--- src/rtl/matrix_scalar_seq_if.sv ---
// Start/busy/done handshake plus operand and result matrices for matrix_scalar_seq.
// The sticky sat flag exists only when MATRIX_SCALAR_SEQ_SAT_EN is defined.
interface matrix_scalar_seq_if #(
    parameter int unsigned ROWS = 3,
    parameter int unsigned COLS = 2,
    parameter int unsigned W    = 4
);
    logic                   start;
    logic [ROWS*COLS*W-1:0] A;
    logic [W-1:0]           a;
    logic                   busy;
    logic                   done;
    logic [ROWS*COLS*W-1:0] B;
`ifdef MATRIX_SCALAR_SEQ_SAT_EN
    logic                   sat;

    modport master (output start, A, a, input busy, done, B, sat);
    modport slave  (input start, A, a, output busy, done, B, sat);
`else
    modport master (output start, A, a, input busy, done, B);
    modport slave  (input start, A, a, output busy, done, B);
`endif
endinterface

--- src/rtl/matrix_scalar_seq.sv ---
// Matrix-by-scalar through one shared signed multiplier, one element per clock.
// Optional clamp-to-range rescale and sticky sat flag: MATRIX_SCALAR_SEQ_SAT_EN.
module matrix_scalar_seq #(
    parameter int unsigned ROWS = 3,
    parameter int unsigned COLS = 2,
    parameter int unsigned W    = 4
) (
    input  logic                clk,
    input  logic                rst_n,
    matrix_scalar_seq_if.slave  bus
);
    localparam int unsigned N  = ROWS * COLS;
    localparam int unsigned NW = N * W;
    localparam int unsigned KW = (N > 1) ? $clog2(N) : 1;
    localparam int unsigned IW = (NW > 1) ? $clog2(NW) : 1;

    typedef enum logic [1:0] {StIdle, StMul, StFin} state_e;

    state_e         state_q, state_d;
    logic [KW-1:0]  k_q, k_d;
    logic [NW-1:0]  mat_q, mat_d;
    logic [W-1:0]   scl_q, scl_d;
    logic [NW-1:0]  b_q, b_d;
    logic           sat_q, sat_d;

    logic           last;
    logic [IW-1:0]  base;
    logic [W-1:0]   elem;
    logic [2*W-1:0] prod;
    logic [W-1:0]   res;
    logic           clip;

`ifdef MATRIX_SCALAR_SEQ_SAT_EN
    localparam logic signed [2*W-1:0] SatMax = {{(W+1){1'b0}}, {(W-1){1'b1}}};
    localparam logic signed [2*W-1:0] SatMin = {{(W+1){1'b1}}, {(W-1){1'b0}}};
    logic signed [2*W-1:0] shr;
    logic                  unused_prod_lsb;
    assign unused_prod_lsb = prod[0];
`else
    logic                  unused_prod_mid;
    assign unused_prod_mid = ^prod[2*W-2:W];
`endif

    always_ff @(posedge clk or negedge rst_n) begin
        if (!rst_n) begin
            state_q <= StIdle;
            k_q     <= '0;
            mat_q   <= '0;
            scl_q   <= '0;
            b_q     <= '0;
            sat_q   <= 1'b0;
        end else begin
            state_q <= state_d;
            k_q     <= k_d;
            mat_q   <= mat_d;
            scl_q   <= scl_d;
            b_q     <= b_d;
            sat_q   <= sat_d;
        end
    end

    assign last = (k_q == KW'(N - 1));

    always_comb begin
        state_d = state_q;
        unique case (state_q)
            StIdle:  if (bus.start) state_d = StMul;
            StMul:   if (last) state_d = StFin;
            StFin:   state_d = StIdle;
            default: state_d = StIdle;
        endcase
    end

    // Element k sits at slot N-1-k so that element (0,0) lands in the MSBs.
    always_comb begin
        base = IW'((N - 1 - 32'(k_q)) * W);
        elem = mat_q[base +: W];
        prod = {{W{scl_q[W-1]}}, scl_q} * {{W{elem[W-1]}}, elem};
        clip = 1'b0;
`ifdef MATRIX_SCALAR_SEQ_SAT_EN
        shr = {prod[2*W-1], prod[2*W-1:1]};
        if (shr > SatMax) begin
            res  = SatMax[W-1:0];
            clip = 1'b1;
        end else if (shr < SatMin) begin
            res  = SatMin[W-1:0];
            clip = 1'b1;
        end else begin
            res = shr[W-1:0];
        end
`else
        res = {prod[2*W-1], prod[W-1:1]};
`endif
    end

    always_comb begin
        k_d   = k_q;
        mat_d = mat_q;
        scl_d = scl_q;
        b_d   = b_q;
        sat_d = sat_q;
        unique case (state_q)
            StIdle: begin
                if (bus.start) begin
                    mat_d = bus.A;
                    scl_d = bus.a;
                    k_d   = '0;
                    sat_d = 1'b0;
                end
            end
            StMul: begin
                b_d[base +: W] = res;
                k_d            = last ? '0 : k_q + KW'(1);
                sat_d          = sat_q | clip;
            end
            default: ;
        endcase
    end

    always_comb begin
        bus.busy = (state_q == StMul);
        bus.done = (state_q == StFin);
        bus.B    = b_q;
`ifdef MATRIX_SCALAR_SEQ_SAT_EN
        bus.sat  = sat_q;
`endif
    end

endmodule

--- src/flat_wrapper.sv ---
// flat-port wrapper written by rule: the top's interface ports become plain ports
module matrix_scalar_seq_flat 
#(
    parameter int unsigned ROWS = 3,
    parameter int unsigned COLS = 2,
    parameter int unsigned W    = 4
)
  (clk, rst_n, bus_start, bus_A, bus_a, bus_busy, bus_done, bus_B);
  matrix_scalar_seq_if #(.ROWS(ROWS), .COLS(COLS), .W(W)) bus_i ();
  input  logic clk;
  input  logic rst_n;
  input wire logic [$bits(bus_i.start)-1:0] bus_start;
  input wire logic [$bits(bus_i.A)-1:0] bus_A;
  input wire logic [$bits(bus_i.a)-1:0] bus_a;
  output wire logic [$bits(bus_i.busy)-1:0] bus_busy;
  output wire logic [$bits(bus_i.done)-1:0] bus_done;
  output wire logic [$bits(bus_i.B)-1:0] bus_B;
  assign bus_i.start = bus_start;
  assign bus_i.A = bus_A;
  assign bus_i.a = bus_a;
  assign bus_busy = bus_i.busy;
  assign bus_done = bus_i.done;
  assign bus_B = bus_i.B;
  matrix_scalar_seq #(.ROWS(ROWS), .COLS(COLS), .W(W)) u_core (.clk(clk), .rst_n(rst_n), .bus(bus_i));
endmodule
--- config.mk ---
export PLATFORM = sky130hd
export DESIGN_NAME = matrix_scalar_seq_flat
export DESIGN_NICKNAME = d
export VERILOG_FILES = /design/src/rtl/matrix_scalar_seq_if.sv /design/src/rtl/matrix_scalar_seq.sv /design/src/flat_wrapper.sv
export SDC_FILE = /design/constraint.sdc
export NUM_CORES = 1
export LEC_CHECK = 0
export CORE_MARGIN = 1
export CORE_UTILIZATION = 49
export CTS_BUF_LIST = sky130_fd_sc_hd__clkbuf_2
export CTS_CLUSTER_SIZE = 25
export DETAILED_ROUTE_END_ITERATION = 16
export GPL_TIMING_DRIVEN = 0
export PLACE_DENSITY_LB_ADDON = 0.25
export RECOVER_POWER = 50
export SLEW_MARGIN = 5
export SYNTH_ARGS = -nofsm -noshare
export SYNTH_HDL_FRONTEND = slang
export SYNTH_SLANG_ARGS = --single-unit
--- constraint.sdc ---
create_clock -name clk -period 6.1 [get_ports clk]
set_clock_uncertainty 0.05 [all_clocks]
set_input_delay 1.525 -clock clk [delete_from_list [all_inputs] [get_ports clk]]
set_output_delay 1.525 -clock clk [all_outputs]
set_load 0.01 [all_outputs]
==> results.toml, run 1 <==
[grt]
grt_antenna_before_repair = 0
globalRouteOverflowTotal = 0
first_global_vias = 2139
grt_pass1_wl_mm = 10.0
largest_net_degree_at_the_start_of_global_routing = 37
groute.usage.overall = 0.210

[placed_design]
hpwl_mm = 4.39
placement.io_buffers = 56
gp_congestion = 0.766

[setup_path]
critical_path.max_fanout = 8
timing_worst_setup_path_type = "reg2reg"
worst_r2r_start = "u_core.k_q[1]"
critPathLaunchType = "flop"
critPathCaptureType = "flop"
worstPathRequired_ns = 6.35
cp.arrival_ns = 5.50
setup.worst_path.start = "u_core.k_q[1]"

[route]
avgRoutedWirePerCell_um = 14.3
first_iter_violations = 74
drt_wl_total_mm = 5.73
drt_first_pass_iters = 5
drcViolationCount = 0
via_count = 2091
vias_per_cell = 5.21
postRouteAntennaNets = 0

[floorplanning]
floorplan.die_area_um2 = 6480
die_h_um = 80.5
core_region_area_um2 = 5920
io_pins = 57
core.rowCount = 28
die_x_um = 80.5
floorplan.initialDensity = 0.510

[sta]
fin_crit_sh = 0.861
tightest_slew_ns = 1.94
report.final.hold_viol_count = 0
fmaxAchievable_mhz = 190
setup-violations-final = 0
worst_slew_margin_rel = -0.293
fin_tns_setup_ns = 0
timing.final.crit_period_ns = 5.25
rsz0062_at_grt = "no"
final-max-slew-violation-count = 37

[synth]
post-synth-top-area-fraction = 0.472
ys_dominant_reg_cell = "sky130_fd_sc_hd__dfrtp_1"
number_of_enable_type_register_cells_in_the_synthesized_netlist = 0
ys_seq_elements = 57
avg_synthesized_cell_area_um2 = 11.8
mapped_cells = 255
synth_top_cells_by_count = "sky130_fd_sc_hd__dfrtp_1 (57), sky130_fd_sc_hd__nand2_1 (36), sky130_fd_sc_hd__mux2_2 (34)"
postSynthNetCount = 313
share_of_flip_flops_with_an_asynchronous_set_or_reset_after_synthesis = 1.00
synth_warnings = 0
netlist_top_cells_area = "sky130_fd_sc_hd__dfrtp_1 (47%), sky130_fd_sc_hd__mux2_2 (13%), sky130_fd_sc_hd__ha_1 (7.9%), sky130_fd_sc_hd__fa_1 (5.3%), sky130_fd_sc_hd__nand2_1 (4.5%)"
synth_largest_area_cell = "sky130_fd_sc_hd__dfrtp_1"
netlist_area_um2 = 3020
synthDistinctLibCells = 33
synth_sequential_area_ratio = 0.472
yosys.cell_count.top_type = "sky130_fd_sc_hd__dfrtp_1"

[cts]
cts_hold_repair.buffers = 0
post_cts_resize_count = 0
cts_buffers = 9
cts_setup_buffers = 0
h-tree-depth = 3
clk-insertion-delay-late_ns = 0.46
ctsLongestPathBuffers = 2
cts.clk_slew.worst_paths_ns = 0.15
clockRootBuffer = "sky130_fd_sc_hd__clkbuf_2"
numClockSinks = 57
cts_tree = "built"

[cells_and_area]
synthToLayoutAreaGrowth_pct = 23.8
final_layout_size_suffix_gt1_frac = 0.178
num-nets-final = 381
fill_cells = 501
diodes = 0

[run_status]
status = "finished, violations left"
violated_checks = "capacitance limit, slew limit"

[hold_path]
timing.hold.worst.class = "reg2reg"
timing.hold.worst.start = "u_core.bus.B[8]"

[run]
maxCapViolations = 1
==> stage by stage <==
stage | hold WS (ns) | cells | setup WS [ns] | instance area [um2] | util
global placement | 0.411 | 386 | 1.19 | 3680 | 0.621
global route | 0.488 | 401 | 0.455 | 3740 | 0.632
floorplan | 0.425 | 255 | 1.72 | 3020 | -
detailed placement | 0.421 | 387 | 1.07 | 3690 | 0.623
CTS | 0.450 | 401 | 1.03 | 3760 | 0.635
finish | 0.448 | 401 | 0.848 | 3740 | 0.632
==> layout make-up <==
type | instances | area [um2] | area share
clock inverter | 2 | 7.51 | 0.00201
multi-input combinational | 177 | 1510 | 0.402
timing repair buffer | 57 | 558 | 0.149
buffer | 8 | 40.0 | 0.0107
sequential | 57 | 1430 | 0.381
tap | 75 | 93.8 | 0.0251
clock buffer | 12 | 60.1 | 0.0161
inverter | 13 | 48.8 | 0.0130
==> layout by cell type, fill, tap and decap left out, types with 3 or more instances in the layout <==
cell / n
sky130_fd_sc_hd__clkbuf_2: 12
sky130_fd_sc_hd__nand2_1: 36
sky130_fd_sc_hd__a21oi_1: 3
sky130_fd_sc_hd__xnor2_1: 4
sky130_fd_sc_hd__mux2i_1: 7
sky130_fd_sc_hd__clkbuf_1: 7
sky130_fd_sc_hd__mux2_2: 34
sky130_fd_sc_hd__mux4_2: 4
sky130_fd_sc_hd__o21ai_0: 16
sky130_fd_sc_hd__dfrtp_1: 57
sky130_fd_sc_hd__or2_2: 3
sky130_fd_sc_hd__and3_1: 3
sky130_fd_sc_hd__o21ai_1: 4
sky130_fd_sc_hd__fa_1: 8
sky130_fd_sc_hd__inv_1: 13
sky130_fd_sc_hd__nand2b_1: 3
sky130_fd_sc_hd__ha_1: 19
sky130_fd_sc_hd__clkdlybuf4s50_1: 54
sky130_fd_sc_hd__nor2_1: 4
sky130_fd_sc_hd__nor2b_1: 8
sky130_fd_sc_hd__nand3_1: 3
sky130_fd_sc_hd__o31a_1: 3
==> sequential cells by signal (all words and copies together) (netlist names) <==
name and cells:
u_core.state_q 2, u_core.mat_q 24, u_core.k_q 3, u_core.scl_q 4, u_core.bus.B 24
==> cells by family (layout without fill, tap and decap cells) <==
group / after synthesis / after routing / synth area share
AND/OR/NAND/NOR: 71 / 71 / 0.115
flip-flops: 57 / 57 / 0.472
adder cells (fa/ha/maj): 27 / 27 / 0.132
multiplexers: 45 / 45 / 0.180
AO/OA/AOI/OAI: 29 / 29 / 0.0576
buffers and inverters: 21 / 92 / 0.0298
XOR/XNOR: 5 / 5 / 0.0145
==> worst max-delay path, stage by stage (launching register included) <==
cell and delay [ns]:
sky130_fd_sc_hd__dfrtp_1 0.41, sky130_fd_sc_hd__clkbuf_1 0.38, sky130_fd_sc_hd__inv_1 0.23, sky130_fd_sc_hd__ha_1 0.39, sky130_fd_sc_hd__inv_1 0.14, sky130_fd_sc_hd__o31a_1 0.39, sky130_fd_sc_hd__or2_2 0.32, sky130_fd_sc_hd__fa_1 0.56
sky130_fd_sc_hd__fa_1 0.44, sky130_fd_sc_hd__fa_1 0.51, sky130_fd_sc_hd__inv_1 0.04, sky130_fd_sc_hd__ha_1 0.19, sky130_fd_sc_hd__a21oi_1 0.11, sky130_fd_sc_hd__o21ai_0 0.13, sky130_fd_sc_hd__xnor2_1 0.16, sky130_fd_sc_hd__xnor2_1 0.47
sky130_fd_sc_hd__mux2i_1 0.17
==> layer usage <==
layer  share of wire  global-route usage  vias to the layer above
li1                -                   -                     1012
met1            0.45               0.269                     1008
met2            0.49               0.340                       59
met3           0.043              0.0466                       12
met4           0.019              0.0893                        0
met5               0                   0                        -
==> path summary, 6_finish.rpt <==
path / to / slack [ns] / cells past startpoint
worst max-delay path: u_core.bus.B[3] / 0.85 / 16
worst min-delay path: u_core.bus.B[8] / 0.45 / 2
worst max register to register: u_core.bus.B[3] / 0.85 / 16
worst min register to register: u_core.bus.B[8] / 0.45 / 2
max in group asynchronous: u_core.mat_q[4] / 2.44 / 2
min in group asynchronous: u_core.bus.B[4] / 1.20 / 1
Power of run 1 is left out: the tool's default activity adds up to more than one toggle a clock period on the data nets, which glitch-free logic cannot reach.
==> run 2, diff against run 1 <==
Settings changed: CORE_UTILIZATION 49 to 54, SLEW_MARGIN 5 to 20.
Clock period 6.1 ns to 5.7 ns, I/O delays scaled along.
==> run 2 against run 1 <==
Net effect:
- the run still ends with capacitance limit, slew limit left
- via count down 0.14%
- routed wire length fell by 3.0%
- critical path depth is the same
- hold slack barely moved
- critical path type unchanged
- non-clock buffer count down 1
- fmax increased by 4.6%
- die area decreased by 9.0%
- final cell count shrank 1.0%
- global-route usage grew 0.064 points
- clock-buffer cell count decreased by 1
- first-iteration DRC count rose by 32%
- highest routed layer unchanged
- register-to-register slack worse by 0.17 ns
==> results.toml, run 2 (synthesis gave the netlist of run 1 again) <==
[cells_and_area]
num-nets-final = 380
layout.cells.most_common_list = "sky130_fd_sc_hd__dfrtp_1 (57), sky130_fd_sc_hd__clkdlybuf4s50_1 (54), sky130_fd_sc_hd__nand2_1 (36)"
final_cell_count_no_fill = 397
fin_area_um2 = 3760
fill_cells = 388
ff_latch_area_um2 = 1430
final_common_cell = "sky130_fd_sc_hd__dfrtp_1"
diodes = 0
final_layout_size_suffix_gt1_frac = 0.183
synthToLayoutAreaGrowth_pct = 24.6
multi_input_comb_area_um2 = 1510

[route]
drcViolationCount = 0
avgRoutedWirePerCell_um = 14.0
drt_first_pass_iters = 4
vias_per_cell = 5.26
first_iter_violations = 98
via_count = 2088
drt_wl_total_mm = 5.56
top_layer = "met4"
met3_layer_wire_length_in_the_routed_design_um = 197
postRouteAntennaNets = 0
routedLengthMet1_mm = 2.45
met2WireLength_mm = 2.85

[grt]
groute.usage.overall = 0.210
largest_net_degree_at_the_start_of_global_routing = 58
first_global_vias = 2070
grt_pass1_wl_mm = 9.62
globalRouteOverflowTotal = 0
grt_antenna_before_repair = 0

[cts]
cts_tree = "built"
ctsLongestPathBuffers = 2
numClockSinks = 57
cts_buffers = 9
cts_hold_repair.buffers = 0
cts_setup_buffers = 0
cts.clk_slew.worst_paths_ns = 0.16
clockRootBuffer = "sky130_fd_sc_hd__clkbuf_2"
h-tree-depth = 3
post_cts_resize_count = 0
clk-insertion-delay-late_ns = 0.44

[setup_path]
crit-reg2reg-capture = "u_core.bus.B[3]"
cp.arrival_ns = 5.27
timing_worst_setup_path_type = "reg2reg"
rrSetupSlack_ns = 0.68
critPathCaptureType = "flop"
critical_path.max_fanout = 8
worst_r2r_start = "u_core.k_q[1]"
critPathLaunchType = "flop"
timing.reg2reg.worst_path_depth = 16
worstPathRequired_ns = 5.95

[sta]
worst_slew_margin_rel = -0.960
setup-violations-final = 0
worst_slack_ns = 0.681
report.final.hold_viol_count = 0
tightest_slew_ns = 2.94
fin_crit_sh = 0.881
fmaxAchievable_mhz = 199
fin_tns_setup_ns = 0
final-max-slew-violation-count = 58
rsz0062_at_grt = "no"
timing.final.crit_period_ns = 5.02

[floorplanning]
io_pins = 57
die_h_um = 76.8
core.rowCount = 26
die_x_um = 76.8
core_region_area_um2 = 5240
floorplan.die_area_um2 = 5900
floorplan.initialDensity = 0.577

[placed_design]
placement.cell_area_um2 = 3670
placement.io_buffers = 56
gp_congestion = 0.791
hpwl_mm = 4.31
placement.setup.worst_slack_ns = 0.693
post-place-cells = 381

[hold_path]
hold-path-cell-count = 2
timing.hold.worst.start = "u_core.bus.B[20]"
timing.hold.worst_endpoint = "u_core.bus.B[20]"
timing.hold.worst.class = "reg2reg"

[run_status]
violated_checks = "capacitance limit, slew limit"
status = "finished, violations left"

[run]
maxCapViolations = 1
## run 2: critical path: stages (launching register included)
cell and delay [ns]:
sky130_fd_sc_hd__dfrtp_1 0.42, sky130_fd_sc_hd__buf_2 0.24, sky130_fd_sc_hd__inv_1 0.16, sky130_fd_sc_hd__ha_1 0.36
sky130_fd_sc_hd__inv_1 0.14, sky130_fd_sc_hd__o31a_1 0.39, sky130_fd_sc_hd__or2_2 0.32, sky130_fd_sc_hd__fa_1 0.58
sky130_fd_sc_hd__fa_1 0.46, sky130_fd_sc_hd__fa_1 0.52, sky130_fd_sc_hd__inv_1 0.04, sky130_fd_sc_hd__ha_1 0.19
sky130_fd_sc_hd__a21oi_1 0.12, sky130_fd_sc_hd__o21ai_0 0.12, sky130_fd_sc_hd__xnor2_1 0.15, sky130_fd_sc_hd__xnor2_1 0.47
sky130_fd_sc_hd__mux2i_1 0.15
## run 2: through the flow
| stage | hold WS, ns | utilization |
|---|---|---|
| after floorplan | 0.425 | - |
| after global placement | 0.410 | 0.701 |
| after detailed placement | 0.421 | 0.700 |
| after CTS | 0.456 | 0.720 |
| after global routing | 0.474 | 0.719 |
| final | 0.448 | 0.719 |
## run 2: how the worst max path moves through the flow
stage	endpoint	slack, ns	startpoint	cells past startpoint
after floorplan	u_core.bus.B[3]	1.32	u_core.k_q[1]	16
after global placement	u_core.bus.B[19]	0.79	u_core.k_q[1]	16
after detailed placement	u_core.bus.B[3]	0.69	u_core.k_q[1]	16
after CTS	u_core.bus.B[3]	0.65	u_core.k_q[1]	16
after global routing	u_core.bus.B[19]	0.36	u_core.k_q[1]	16
final	u_core.bus.B[3]	0.68	u_core.k_q[1]	16
## run 2: final cells by class
| type | instances | area share |
|---|---|---|
| flip-flops and latches | 57 | 0.379 |
| clock inverters | 5 | 0.0123 |
| well taps | 70 | 0.0233 |
| clock buffers | 11 | 0.0146 |
| repair buffers | 56 | 0.147 |
| multi-input cells | 177 | 0.400 |
| plain buffers | 8 | 0.0110 |
| inverters | 13 | 0.0130 |
## run 2: layer usage
| layer | up-vias | global-route usage |
|---|---|---|
| met1 | 1016 | 0.274 |
| met3 | 8 | 0.0393 |
| li1 | 1012 | - |
| met5 | - | 0 |
| met4 | 0 | 0.0750 |
| met2 | 52 | 0.350 |
Power of run 2 is left out for the same reason.
==> run 3, diff against run 2 <==
Settings changed: CORE_MARGIN 1 to 5, CORE_UTILIZATION 54 to 35.
Clock period 5.7 ns to 4.9 ns, I/O delays scaled along.
==> run 3 against run 2 <==
Net effect:
- the run still ends with capacitance limit, slew limit left
- setup slack got worse by 0.44 ns
- fmax increased by 7.8%
- first-iteration DRC count decreased by 30%
- highest routed layer unchanged
- sequential cell count unchanged
- hold slack improved by 0.0012 ns
==> results.toml, run 3 (synthesis gave the netlist of run 1 again) <==
[placed_design]
placement.io_buffers = 56
placement.setup.worst_slack_ns = -0.0916
placement.cell_area_um2 = 3710
hpwl_mm = 4.60
gp_congestion = 0.743

[grt]
grt_antenna_before_repair = 0
grt_pass1_wl_mm = 10.6
largest_net_degree_at_the_start_of_global_routing = 58
globalRouteOverflowTotal = 0
groute.usage.overall = 0.130
first_global_vias = 2209

[cells_and_area]
fin_area_um2 = 3830
num-nets-final = 381
final_layout_size_suffix_gt1_frac = 0.198
multi_input_comb_area_um2 = 1510
fill_cells = 770
diodes = 0
layout.cells.most_common_list = "sky130_fd_sc_hd__dfrtp_1 (57), sky130_fd_sc_hd__clkdlybuf4s50_1 (54), sky130_fd_sc_hd__nand2_1 (36)"
final_common_cell = "sky130_fd_sc_hd__dfrtp_1"
synthToLayoutAreaGrowth_pct = 26.9
ff_latch_area_um2 = 1430

[run_status]
violated_checks = "capacitance limit, slew limit"
status = "finished, violations left"

[floorplanning]
core.rowCount = 33
io_pins = 57
core_region_area_um2 = 8300
floorplan.initialDensity = 0.364
floorplan.die_area_um2 = 10600
die_x_um = 103
die_h_um = 103

[setup_path]
setup.worst_path.start = "u_core.k_q[1]"
critical-path-top-cell-by-count = "sky130_fd_sc_hd__fa_1"
timing.critical_path.slowest_stage_cell = "sky130_fd_sc_hd__fa_1"
critical_path_buf_inv_count = 5
crit_path_max_incr_delay_ns = 0.56
cp.arrival_ns = 4.97
worstPathRequired_ns = 5.22
worst_r2r_start = "u_core.k_q[1]"
critPathLaunchType = "flop"
critPathTopFamily = "adder cells"
critical_path.max_fanout = 8
timing_worst_setup_path_type = "reg2reg"
critPathCaptureType = "flop"
path_cells = "clkbuf_4 > inv_1 > ha_1 > inv_2 > o31a_1 > or2_2 > fa_1 > fa_1 > fa_1 > inv_1 > ha_1 > a21oi_1 > o21ai_0 > xnor2_1 > xnor2_2 > buf_4 > o21ai_1"

[hold_path]
timing.hold.worst.start = "u_core.bus.B[21]"
timing.hold.worst.class = "reg2reg"

[route]
vias_per_cell = 4.79
drcViolationCount = 0
avgRoutedWirePerCell_um = 13.8
via_count = 2076
first_iter_violations = 69
postRouteAntennaNets = 0
drt_first_pass_iters = 4
drt_wl_total_mm = 5.99

[sta]
setup-violations-final = 0
worst_slack_ns = 0.246
fmaxAchievable_mhz = 215
final-max-slew-violation-count = 58
worst_slew_margin_rel = -1.08
tightest_slew_ns = 3.12
fin_crit_sh = 0.950
report.final.hold_viol_count = 0
timing.final.crit_period_ns = 4.65
rsz0062_at_grt = "no"
holdWs_ns = 0.449

[cts]
ctsLongestPathBuffers = 2
cts_tree = "built"
numClockSinks = 57
cts.clk_slew.worst_paths_ns = 0.17
clk-insertion-delay-late_ns = 0.47
cts_buffers = 9
h-tree-depth = 3
clockRootBuffer = "sky130_fd_sc_hd__clkbuf_2"

[run]
maxCapViolations = 1
-- run 3: metrics by stage --
stage                util  setup TNS, ns  std cells
detailed placement  0.447         -0.358        416
floorplan               -              0        255
global placement    0.447        -0.0930        416
global route        0.462              0        433
CTS                 0.461              0        432
finish              0.462              0        433
-- run 3: worst min-delay path, stage by stage (launching register included) --
cell,delay [ns]
sky130_fd_sc_hd__dfrtp_1,0.38
sky130_fd_sc_hd__nand2_1,0.04
sky130_fd_sc_hd__o21ai_0,0.06
-- run 3: worst paths after layout --
kind	end	slack, ns	depth (start not counted)
setup / recovery	u_core.bus.B[7]	0.25	17
hold / removal	u_core.bus.B[21]	0.45	2
setup reg to reg	u_core.bus.B[7]	0.25	17
hold reg to reg	u_core.bus.B[21]	0.45	2
max in group asynchronous	u_core.scl_q[3]	1.34	1
min in group asynchronous	u_core.bus.B[21]	1.71	1
-- run 3: area by class of cell --
cell class | count | share of cell area
Inverter | 13 | 0.0127
Timing Repair Buffer | 57 | 0.147
Sequential cell | 57 | 0.372
Buffer | 8 | 0.0114
Tap cell | 105 | 0.0343
Clock buffer | 10 | 0.0131
Clock inverter | 6 | 0.0153
Multi-Input combinational cell | 177 | 0.395
-- run 3: repair_timing --
action                     4_1_cts  5_1_grt
setup endpoints to repair        6        6
hold endpoints to repair         0        0
buffers inserted                 0        1
gates resized for setup          1        2
pin swaps                        0        3
hold buffers                     0        0
-- run 3: routing by layer --
layer | track usage | routed length, um | up-vias | share of wire
li1 | - | - | 1008 | -
met1 | 0.169 | 2660 | 1000 | 0.44
met2 | 0.204 | 2820 | 62 | 0.47
met3 | 0.0487 | 456 | 6 | 0.076
met4 | 0.0319 | 53 | 0 | 0.0088
met5 | 0 | 0 | - | 0
Power of run 3 is left out for the same reason.
